--- src/rtl/const_div_pipe.sv ---
// const_div_pipe: pipelined signed divide-by-constant with valid/ready handshake.
//
// Divides a signed WIDTH-bit dividend by the constant DIVISOR and returns an exact
// quotient and remainder with Verilog signed '/' and '%' semantics (truncation toward
// zero). The quotient comes from a fixed-point reciprocal multiply followed by one
// correction step.
//
// Pipeline: three register stages, so a result appears 3 cycles after acceptance when
// nothing stalls. A single global enable (en = !out_valid | out_ready) advances or
// holds every stage together. Bubbles travel as cleared stage valid flags.
//
// Optional build macro CONST_DIV_ROUND_EN: when defined, the last stage rounds the
// quotient to nearest with ties away from zero, and out_rem = in_data - out_quot*DIVISOR,
// so the remainder may have the opposite sign to the dividend. Latency does not change.
// With the macro undefined the block truncates toward zero.
//
// Parameters:
//   WIDTH    bit width of dividend, quotient and remainder
//   DIVISOR  positive constant divisor, 2 .. 2^(WIDTH-1)-1 (checked at elaboration)
//
// Ports:
//   clk        clock, rising edge
//   rst        synchronous active-high reset; clears all stage valids and the outputs
//   in_valid   in_data is valid
//   in_ready   block accepts in_data this cycle (combinational, equals the enable)
//   in_data    signed dividend
//   out_valid  out_quot/out_rem are valid
//   out_ready  downstream accepts the output
//   out_quot   signed quotient
//   out_rem    signed remainder

module const_div_pipe #(
   parameter int unsigned WIDTH   = 8,
   parameter int unsigned DIVISOR = 3
) (
   input  logic                    clk,
   input  logic                    rst,
   input  logic                    in_valid,
   output logic                    in_ready,
   input  logic signed [WIDTH-1:0] in_data,
   output logic                    out_valid,
   input  logic                    out_ready,
   output logic signed [WIDTH-1:0] out_quot,
   output logic signed [WIDTH-1:0] out_rem
);

   // Reciprocal fraction bits and full product width.
   localparam int unsigned SHIFT = WIDTH + $clog2(DIVISOR);
   localparam int unsigned PW    = WIDTH + SHIFT;

   localparam logic [PW-1:0] ONE_SH = PW'(1) << SHIFT;
   localparam logic [PW-1:0] RECIP  = ONE_SH / PW'(DIVISOR);
   localparam logic [PW-1:0] DIV_PW = PW'(DIVISOR);
   localparam logic [WIDTH-1:0] DIV_W = WIDTH'(DIVISOR);

   if ((DIVISOR < 2) || (64'(DIVISOR) > ((64'd1 << (WIDTH - 1)) - 64'd1))) begin : g_bad_divisor
      $error("const_div_pipe: DIVISOR out of range 2 .. 2^(WIDTH-1)-1");
   end

   logic en;

   // Stage 1: sign and magnitude.
   logic             v1_q;
   logic             neg1_q;
   logic [WIDTH-1:0] mag1_q;
   logic [WIDTH-1:0] mag1_d;

   // Stage 2: estimated quotient and remainder on magnitudes.
   logic             v2_q;
   logic             neg2_q;
   logic [WIDTH-1:0] q2_q;
   logic [WIDTH-1:0] r2_q;
   logic [PW-1:0]    prod;
   logic [PW-1:0]    q_times_d;
   logic [WIDTH-1:0] q_est;
   logic [WIDTH-1:0] r_est;

   // Stage 3: corrected, signed result.
   logic                    out_valid_q;
   logic signed [WIDTH-1:0] out_quot_q;
   logic signed [WIDTH-1:0] out_rem_q;
   logic [WIDTH-1:0]        q_mag;
   logic [WIDTH-1:0]        r_mag;
   logic signed [WIDTH-1:0] r_s;
   logic signed [WIDTH-1:0] quot_d;
   logic signed [WIDTH-1:0] rem_d;

   // Global enable: every stage moves together unless the output is blocked.
   always_comb begin
      en       = !out_valid_q || out_ready;
      in_ready = en;
   end

   // |in_data| as unsigned; the most negative value maps to 2^(WIDTH-1) without overflow.
   always_comb begin
      mag1_d = in_data[WIDTH-1] ? (~in_data + 1'b1) : in_data;
   end

   always_ff @(posedge clk) begin
      if (rst) begin
         v1_q <= 1'b0;
      end else if (en) begin
         v1_q <= in_valid;
      end
   end

   always_ff @(posedge clk) begin
      if (en && in_valid) begin
         neg1_q <= in_data[WIDTH-1];
         mag1_q <= mag1_d;
      end
   end

   // Reciprocal multiply. The estimate never exceeds the true quotient and is at most
   // one below it, so r_est lies in [0, 2*DIVISOR) and fits in WIDTH bits.
   always_comb begin
      prod      = PW'(mag1_q) * RECIP;
      q_est     = WIDTH'(prod >> SHIFT);
      q_times_d = PW'(q_est) * DIV_PW;
      r_est     = mag1_q - WIDTH'(q_times_d);
   end

   always_ff @(posedge clk) begin
      if (rst) begin
         v2_q <= 1'b0;
      end else if (en) begin
         v2_q <= v1_q;
      end
   end

   always_ff @(posedge clk) begin
      if (en && v1_q) begin
         neg2_q <= neg1_q;
         q2_q   <= q_est;
         r2_q   <= r_est;
      end
   end

   // Single correction step, optional rounding, then sign restoration.
   always_comb begin
      q_mag = q2_q;
      r_mag = r2_q;
      if (r2_q >= DIV_W) begin
         q_mag = q2_q + 1'b1;
         r_mag = r2_q - DIV_W;
      end
      // r_mag < DIVISOR < 2^(WIDTH-1), so the sign bit is clear.
      r_s = $signed(r_mag);
`ifdef CONST_DIV_ROUND_EN
      // Round half away from zero on magnitudes; remainder goes to (-DIVISOR, 0].
      if ({r_mag, 1'b0} >= (WIDTH + 1)'(DIVISOR)) begin
         q_mag = q_mag + 1'b1;
         r_s   = r_s - $signed(DIV_W);
      end
`endif
      quot_d = neg2_q ? $signed(~q_mag + 1'b1) : $signed(q_mag);
      rem_d  = neg2_q ? -r_s : r_s;
   end

   always_ff @(posedge clk) begin
      if (rst) begin
         out_valid_q <= 1'b0;
         out_quot_q  <= '0;
         out_rem_q   <= '0;
      end else if (en) begin
         out_valid_q <= v2_q;
         if (v2_q) begin
            out_quot_q <= quot_d;
            out_rem_q  <= rem_d;
         end
      end
   end

   always_comb begin
      out_valid = out_valid_q;
      out_quot  = out_quot_q;
      out_rem   = out_rem_q;
   end

endmodule

--- config.mk ---
export PLATFORM = sky130hd
export DESIGN_NAME = const_div_pipe
export DESIGN_NICKNAME = d
export VERILOG_FILES = /design/src/rtl/const_div_pipe.sv
export SDC_FILE = /design/constraint.sdc
export NUM_CORES = 1
export LEC_CHECK = 0
export ABC_AREA = 1
export CORE_ASPECT_RATIO = 0.6
export CORE_MARGIN = 3
export CORE_UTILIZATION = 53
export DETAILED_ROUTE_END_ITERATION = 16
export GPL_ROUTABILITY_DRIVEN = 0
export PLACE_DENSITY = 0.73
export SETUP_SLACK_MARGIN = 0.4
export SYNTH_ARGS = -nofsm -noshare
export SYNTH_HDL_FRONTEND = slang
export SYNTH_SLANG_ARGS = --single-unit
--- constraint.sdc ---
create_clock -name clk -period 6.7 [get_ports clk]
set_clock_uncertainty 0.1 [all_clocks]
set_input_delay 2.01 -clock clk [delete_from_list [all_inputs] [get_ports clk]]
set_output_delay 2.01 -clock clk [all_outputs]
set_load 0.01 [all_outputs]
==> out/qor.yml, run 1 <==
hold_viol_final: 0
crit_top_cell: "inv_1"
initial_core_util_pct: 55.6
cts_inserted_buffers: 5
cp.arrival_ps: 5700
areaGrowthSynthToFinish_pct: 13.3
multiInputGateArea_sq_mm: 0.00258
dieArea_sq_mm: 0.00892
fillers: 644
synthArstFlopShare_pct: 0
rows: 24
grtUsageTotal_pct: 22.8
avgRoutedWirePerCell_microns: 14.3
rsz0062_at_grt: "no"
cts_htree_levels: 2
p_leak_nw: 2.35
yosysTopAreaCell: "edfxtp_1"
slew_headroom_pct: 57.2
ys.flop_type: "edfxtp_1"
drc: 0
status: "finished clean"
critPathMaxFanout: 5
internal-power_mw: 1.32
synth_common_cells: "nand2_1 (114), inv_1 (93), ha_1 (50), nor2_1 (41), a21oi_1 (31)"
dieHeight_microns: 74.4
avgSynthCellArea_sq_um: 7.83
ant_nets: 0
cts_tree: "built"
required_ps: 6650
seq_area_frac_synth_pct: 27.4
routed_wl_microns: 9420
grt_pass1_wl_microns: 15900
antenna_found_initial: 0
p_comb_share_pct: 70.7
critPathCaptureType: "flop"
grt-ovfl-total: 0
swShare_pct: 49.7
synth_top_area_share_pct: 18.2
crit_type: "flop to flop"
setup_ws_ps: 947
grt_pass1_vias: 3273
clock_power_share_pct: 10.3
antenna_cells: 0
dp_slack_ps: 1030
fin_crit_ps: 5750
clk_path_buf_depth: 2
yosysWarnings: 0
io_buffer_count: 29
dr.pass1.iters: 5
min_path_type: "flop to flop"
cap_viol_max_count: 0
wl_met3_microns: 580
clock_latency_ps: 300
cts_resized: 0
worst_path_largest_cell_delay_ps: 500
ys_top_cells_by_area: "edfxtp_1 (18%), ha_1 (15%), nand2_1 (10%)"
hold_ws_ps: 326
drive_gt1_share_pct: 6.46
power_frac_seq_pct: 19.0
io_pins: 30
dpl.hpwl_microns: 7880
syn-cell-area_sq_mm: 0.00413
yosysMostFrequentCell: "nand2_1"
synth_edf_count: 25
grt_max_degree: 32
num_vias: 3499
p_sw_mw: 1.30
vias_per_cell: 5.29
synth.net_count: 603
die-width_microns: 120
max_freq_mhz: 174
wl_met1_microns: 4840
coreArea_sq_mm: 0.00742
cts_num_sinks: 44
dr.first_iter.drc_count: 270
syn-instance-count: 527
wl_met2_microns: 3890
vdd_drop_max_v: 0.000385
timing.setup.tns_ps: 0
cts_setup_buffers: 0
startpoint_type: "flop"
power_mw: 2.62
ctsRootBufferMaster: "clkbuf_16"
final_core_util_pct: 63.0
finalSetupViolCount: 0
ys_ff_latch: 44
maxSlewViolCount: 0
ctsHoldBuffers: 0
worstMarginPinSlew_ps: 641
top_layer: "met4"
seq_area_sq_mm: 0.00113
synthDistinctLibCells: 41
power_density_mw_per_mm2: 561
final_nets: 632
clk_pin_slew_ps: 70
crit_slowest_cell: "fa_1"
fin_crit_sh_pct: 85.9
-- cell usage in the layout, fill, tap and decap left out, types with 3 or more instances in the layout --
cell             count
clkdlybuf4s50_1     29
edfxtp_1            25
ha_1                50
nand2_2              3
xor2_1              15
nand3_2              3
nor2_1              41
a21o_1               3
nand4_1              9
nand2_4              8
fa_1                14
clkbuf_16            6
nand2_1            114
nand3_1             29
a21oi_1             31
dfxtp_1             19
nor3_1               5
xnor2_1              8
o21ai_0             21
inv_1               93
nor2_4               3
-- final timing paths --
| path | start | end | slack, ps | cells past startpoint |
|---|---|---|---|---|
| setup / recovery | mag1_q[4]$_DFFE_PP_ | r2_q[7]$_DFFE_PP_ | 950 | 26 |
| hold / removal | neg1_q$_DFFE_PP_ | neg2_q$_DFFE_PP_ | 330 | 0 |
| setup reg to reg | mag1_q[4]$_DFFE_PP_ | r2_q[7]$_DFFE_PP_ | 950 | 26 |
| hold reg to reg | neg1_q$_DFFE_PP_ | neg2_q$_DFFE_PP_ | 330 | 0 |
-- cell families after synthesis --
kind of cell / share of synthesized area [%]
DFF: 27.4
xor gates and xnor gates: 5.55
buffers and inverters: 10.0
adders and majority gates: 22.0
AOI/OAI and AO/OA: 9.19
and+or+nand+nor: 25.9
-- layer usage --
metal / up-vias / GRT usage [%]
li1: 1761 / -
met1: 1626 / 34.0
met2: 99 / 34.4
met3: 13 / 4.79
met4: 0 / 4.95
met5: - / 0
-- power groups by stage --
stage               clock, mW  sequential [mW]  combinational, mW
floorplan                   0            0.489               1.39
global placement            0            0.499               1.72
detailed placement          0            0.503               1.80
CTS                     0.273            0.498               1.82
global route            0.287            0.509               2.08
finish                  0.271            0.498               1.85
-- metrics by stage --
step,area (sq um),cells
after global placement,4510,653
after floorplan,4130,527
after global routing,4670,661
after CTS,4670,661
final,4670,661
after detailed placement,4510,653
-- flip-flops by register name (all words and copies together), names as in the netlist --
| signal | flops |
|---|---|
| q2_q | 7 |
| out_quot | 8 |
| r2_q | 8 |
| neg1_q | 1 |
| neg2_q | 1 |
| mag1_q | 8 |
| out_rem | 8 |
| v2_q | 1 |
| out_valid | 1 |
| v1_q | 1 |
-- cell type report --
type                    count  share of cell area, %
multi-input cells         379                   55.2
clock buffers               6                   3.21
well taps                 104                   2.78
flip-flops and latches     44                   24.2
repair buffers             31                   6.53
inverters                  95                   7.68
clock inverters             2                  0.375
-- worst max-delay path, delay by kind of cell, from the launching register on --
kind / cells / cell delay (ps)
xor+xnor: 2 / 500
compound gates: 1 / 210
flops: 1 / 420
simple gates: 10 / 1210
fa+ha+maj: 7 / 2780
buf+inv: 6 / 310
Power figures use the tool's default switching activity.
==> run 2: changes to the inputs <==
--- a/config.mk
+++ b/config.mk
@@ -6,6 +6,7 @@
 export NUM_CORES = 1
 export LEC_CHECK = 0
 export ABC_AREA = 1
+export CAP_MARGIN = 5
 export CORE_ASPECT_RATIO = 0.6
 export CORE_MARGIN = 3
 export CORE_UTILIZATION = 53
==> results of run 2 <==
Final layout, timing and power as in run 1 (identical DEF).
==> run 3: changes to the inputs <==
--- a/config.mk
+++ b/config.mk
@@ -8,7 +8,6 @@
 export ABC_AREA = 1
 export CAP_MARGIN = 5
 export CORE_ASPECT_RATIO = 0.6
-export CORE_MARGIN = 3
 export CORE_UTILIZATION = 53
 export DETAILED_ROUTE_END_ITERATION = 16
 export GPL_ROUTABILITY_DRIVEN = 0
==> constraint.sdc (replaced) <==
create_clock -name clk -period 6.7 [get_ports clk]
set_clock_uncertainty 0.1 [all_clocks]
set_input_delay 2.01 -clock clk [delete_from_list [all_inputs] [get_ports clk]]
set_output_delay 2.01 -clock clk [all_outputs]
set_load 0.02 [all_outputs]
==> out/qor.yml, run 3 (synthesized netlist as in run 1, its figures left out) <==
power_frac_seq_pct: 19.3
fin_crit_sh_pct: 86.4
maxSlewViolCount: 0
finalSetupViolCount: 0
r2r_cells: 26
wl_met1_microns: 4740
layout_common_cells: "nand2_1 (114), inv_1 (93), ha_1 (50)"
antenna_found_initial: 0
rows: 24
wl_met2_microns: 3550
grt_pass1_vias: 3292
final_nets: 632
required_ps: 6650
drc: 0
num_vias: 3442
coreArea_sq_mm: 0.00739
p_leak_nw: 2.35
die-width_microns: 116
clk_path_buf_depth: 2
grt_max_degree: 32
clock_latency_ps: 290
power_density_mw_per_mm2: 554
areaGrowthSynthToFinish_pct: 13.1
avgRoutedWirePerCell_microns: 13.5
setup_ws_ps: 909
hold_path_depth: 0
startpoint_type: "flop"
cts_inserted_buffers: 5
wl_met3_microns: 611
crit_type: "flop to flop"
cap_viol_max_count: 0
timing.setup.tns_ps: 0
worst_path_largest_cell_delay_ps: 510
antenna_cells: 0
dr.pass1.iters: 5
dp_slack_ps: 982
cts_num_sinks: 44
clk_pin_slew_ps: 70
worstMarginPinSlew_ps: 632
ctsRootBufferMaster: "clkbuf_16"
layout_commonest_cell: "nand2_1"
min_path_type: "flop to flop"
max_freq_mhz: 173
crit_slowest_cell: "fa_1"
rr_endpoint: "r2_q[7]$_DFFE_PP_"
clock_power_share_pct: 10.3
drive_gt1_share_pct: 6.46
rr_startpoint: "mag1_q[4]$_DFFE_PP_"
crit_top_cell: "inv_1"
ant_nets: 0
swShare_pct: 49.2
dpl.hpwl_microns: 7400
critPathMaxFanout: 5
hold_viol_final: 0
fin_crit_ps: 5790
crit_start: "mag1_q[4]$_DFFE_PP_"
grtUsageTotal_pct: 24.8
dieHeight_microns: 70.4
status: "finished clean"
dieArea_sq_mm: 0.00815
internal-power_mw: 1.31
vias_per_cell: 5.21
grt-ovfl-total: 0
p_comb_share_pct: 70.5
r2r_slack_ps: 910
critPathCaptureType: "flop"
cts_setup_buffers: 0
hold_ws_ps: 327
dr.first_iter.drc_count: 284
top_layer: "met4"
cp.arrival_ps: 5740
rsz0062_at_grt: "no"
cts_tree: "built"
routed_wl_microns: 8950
p_sw_mw: 1.27
grt_pass1_wl_microns: 15600
io_buffer_count: 29
cts_resized: 0
vdd_drop_max_v: 0.000441
io_pins: 30
ctsHoldBuffers: 0
cts_htree_levels: 2
slew_headroom_pct: 57.8
endpoint: "r2_q[7]$_DFFE_PP_"
initial_core_util_pct: 55.9
[run 3: cell count changes in the layout (fill, tap and decap cells not counted)]
| cell | previous run | this run |
|---|---|---|
| clkinv_4 | 2 | 0 |
| clkinv_2 | 0 | 1 |
| inv_4 | 1 | 2 |
[run 3: worst min-delay path by stage]
stage               slack (ps)                to             start
floorplan                  300  neg2_q$_DFFE_PP_  neg1_q$_DFFE_PP_
global placement           320  neg2_q$_DFFE_PP_  neg1_q$_DFFE_PP_
detailed placement         320  neg2_q$_DFFE_PP_  neg1_q$_DFFE_PP_
CTS                        330  neg2_q$_DFFE_PP_  neg1_q$_DFFE_PP_
global route               340  neg2_q$_DFFE_PP_  neg1_q$_DFFE_PP_
finish                     330  neg2_q$_DFFE_PP_  neg1_q$_DFFE_PP_
[run 3: power groups by stage]
stage	combinational (mW)	sequential [mW]	clock, mW
detailed placement	1.77	0.503	0
floorplan	1.39	0.494	0
global placement	1.72	0.498	0
finish	1.82	0.498	0.266
CTS	1.80	0.497	0.270
global route	2.08	0.507	0.279
[run 3: layout make-up]
type,instances,area (sq um)
fill,653,2720
clock buffer,6,150
sequential,44,1130
timing repair buffer,31,305
tap,104,130
inverter,95,359
multi-input combinational,379,2580
clock inverter,2,11.3
[run 3: critical path, delay by kind of cell, from the launching register on]
family          cells  cell delay [ps]
simple gates       10             1240
xor+xnor            2              470
buf+inv             6              300
fa+ha+maj           7             2790
compound gates      1              200
flops               1              430
[run 3: routing by layer]
| layer | track usage (%) | vias up |
|---|---|---|
| met3 | 3.91 | 7 |
| met5 | 0 | - |
| met1 | 38.8 | 1559 |
| li1 | - | 1766 |
| met2 | 35.6 | 110 |
| met4 | 4.56 | 0 |
[run 3: through the flow]
stage,power (mW),cell area (sq um),instances,utilization [%]
2_1_floorplan,1.89,4130,527,-
3_3_place_gp,2.21,4510,653,61.0
3_5_place_dp,2.28,4510,653,61.0
4_1_cts,2.57,4670,661,63.2
5_1_grt,2.87,4670,661,63.2
6_report,2.59,4670,661,63.2
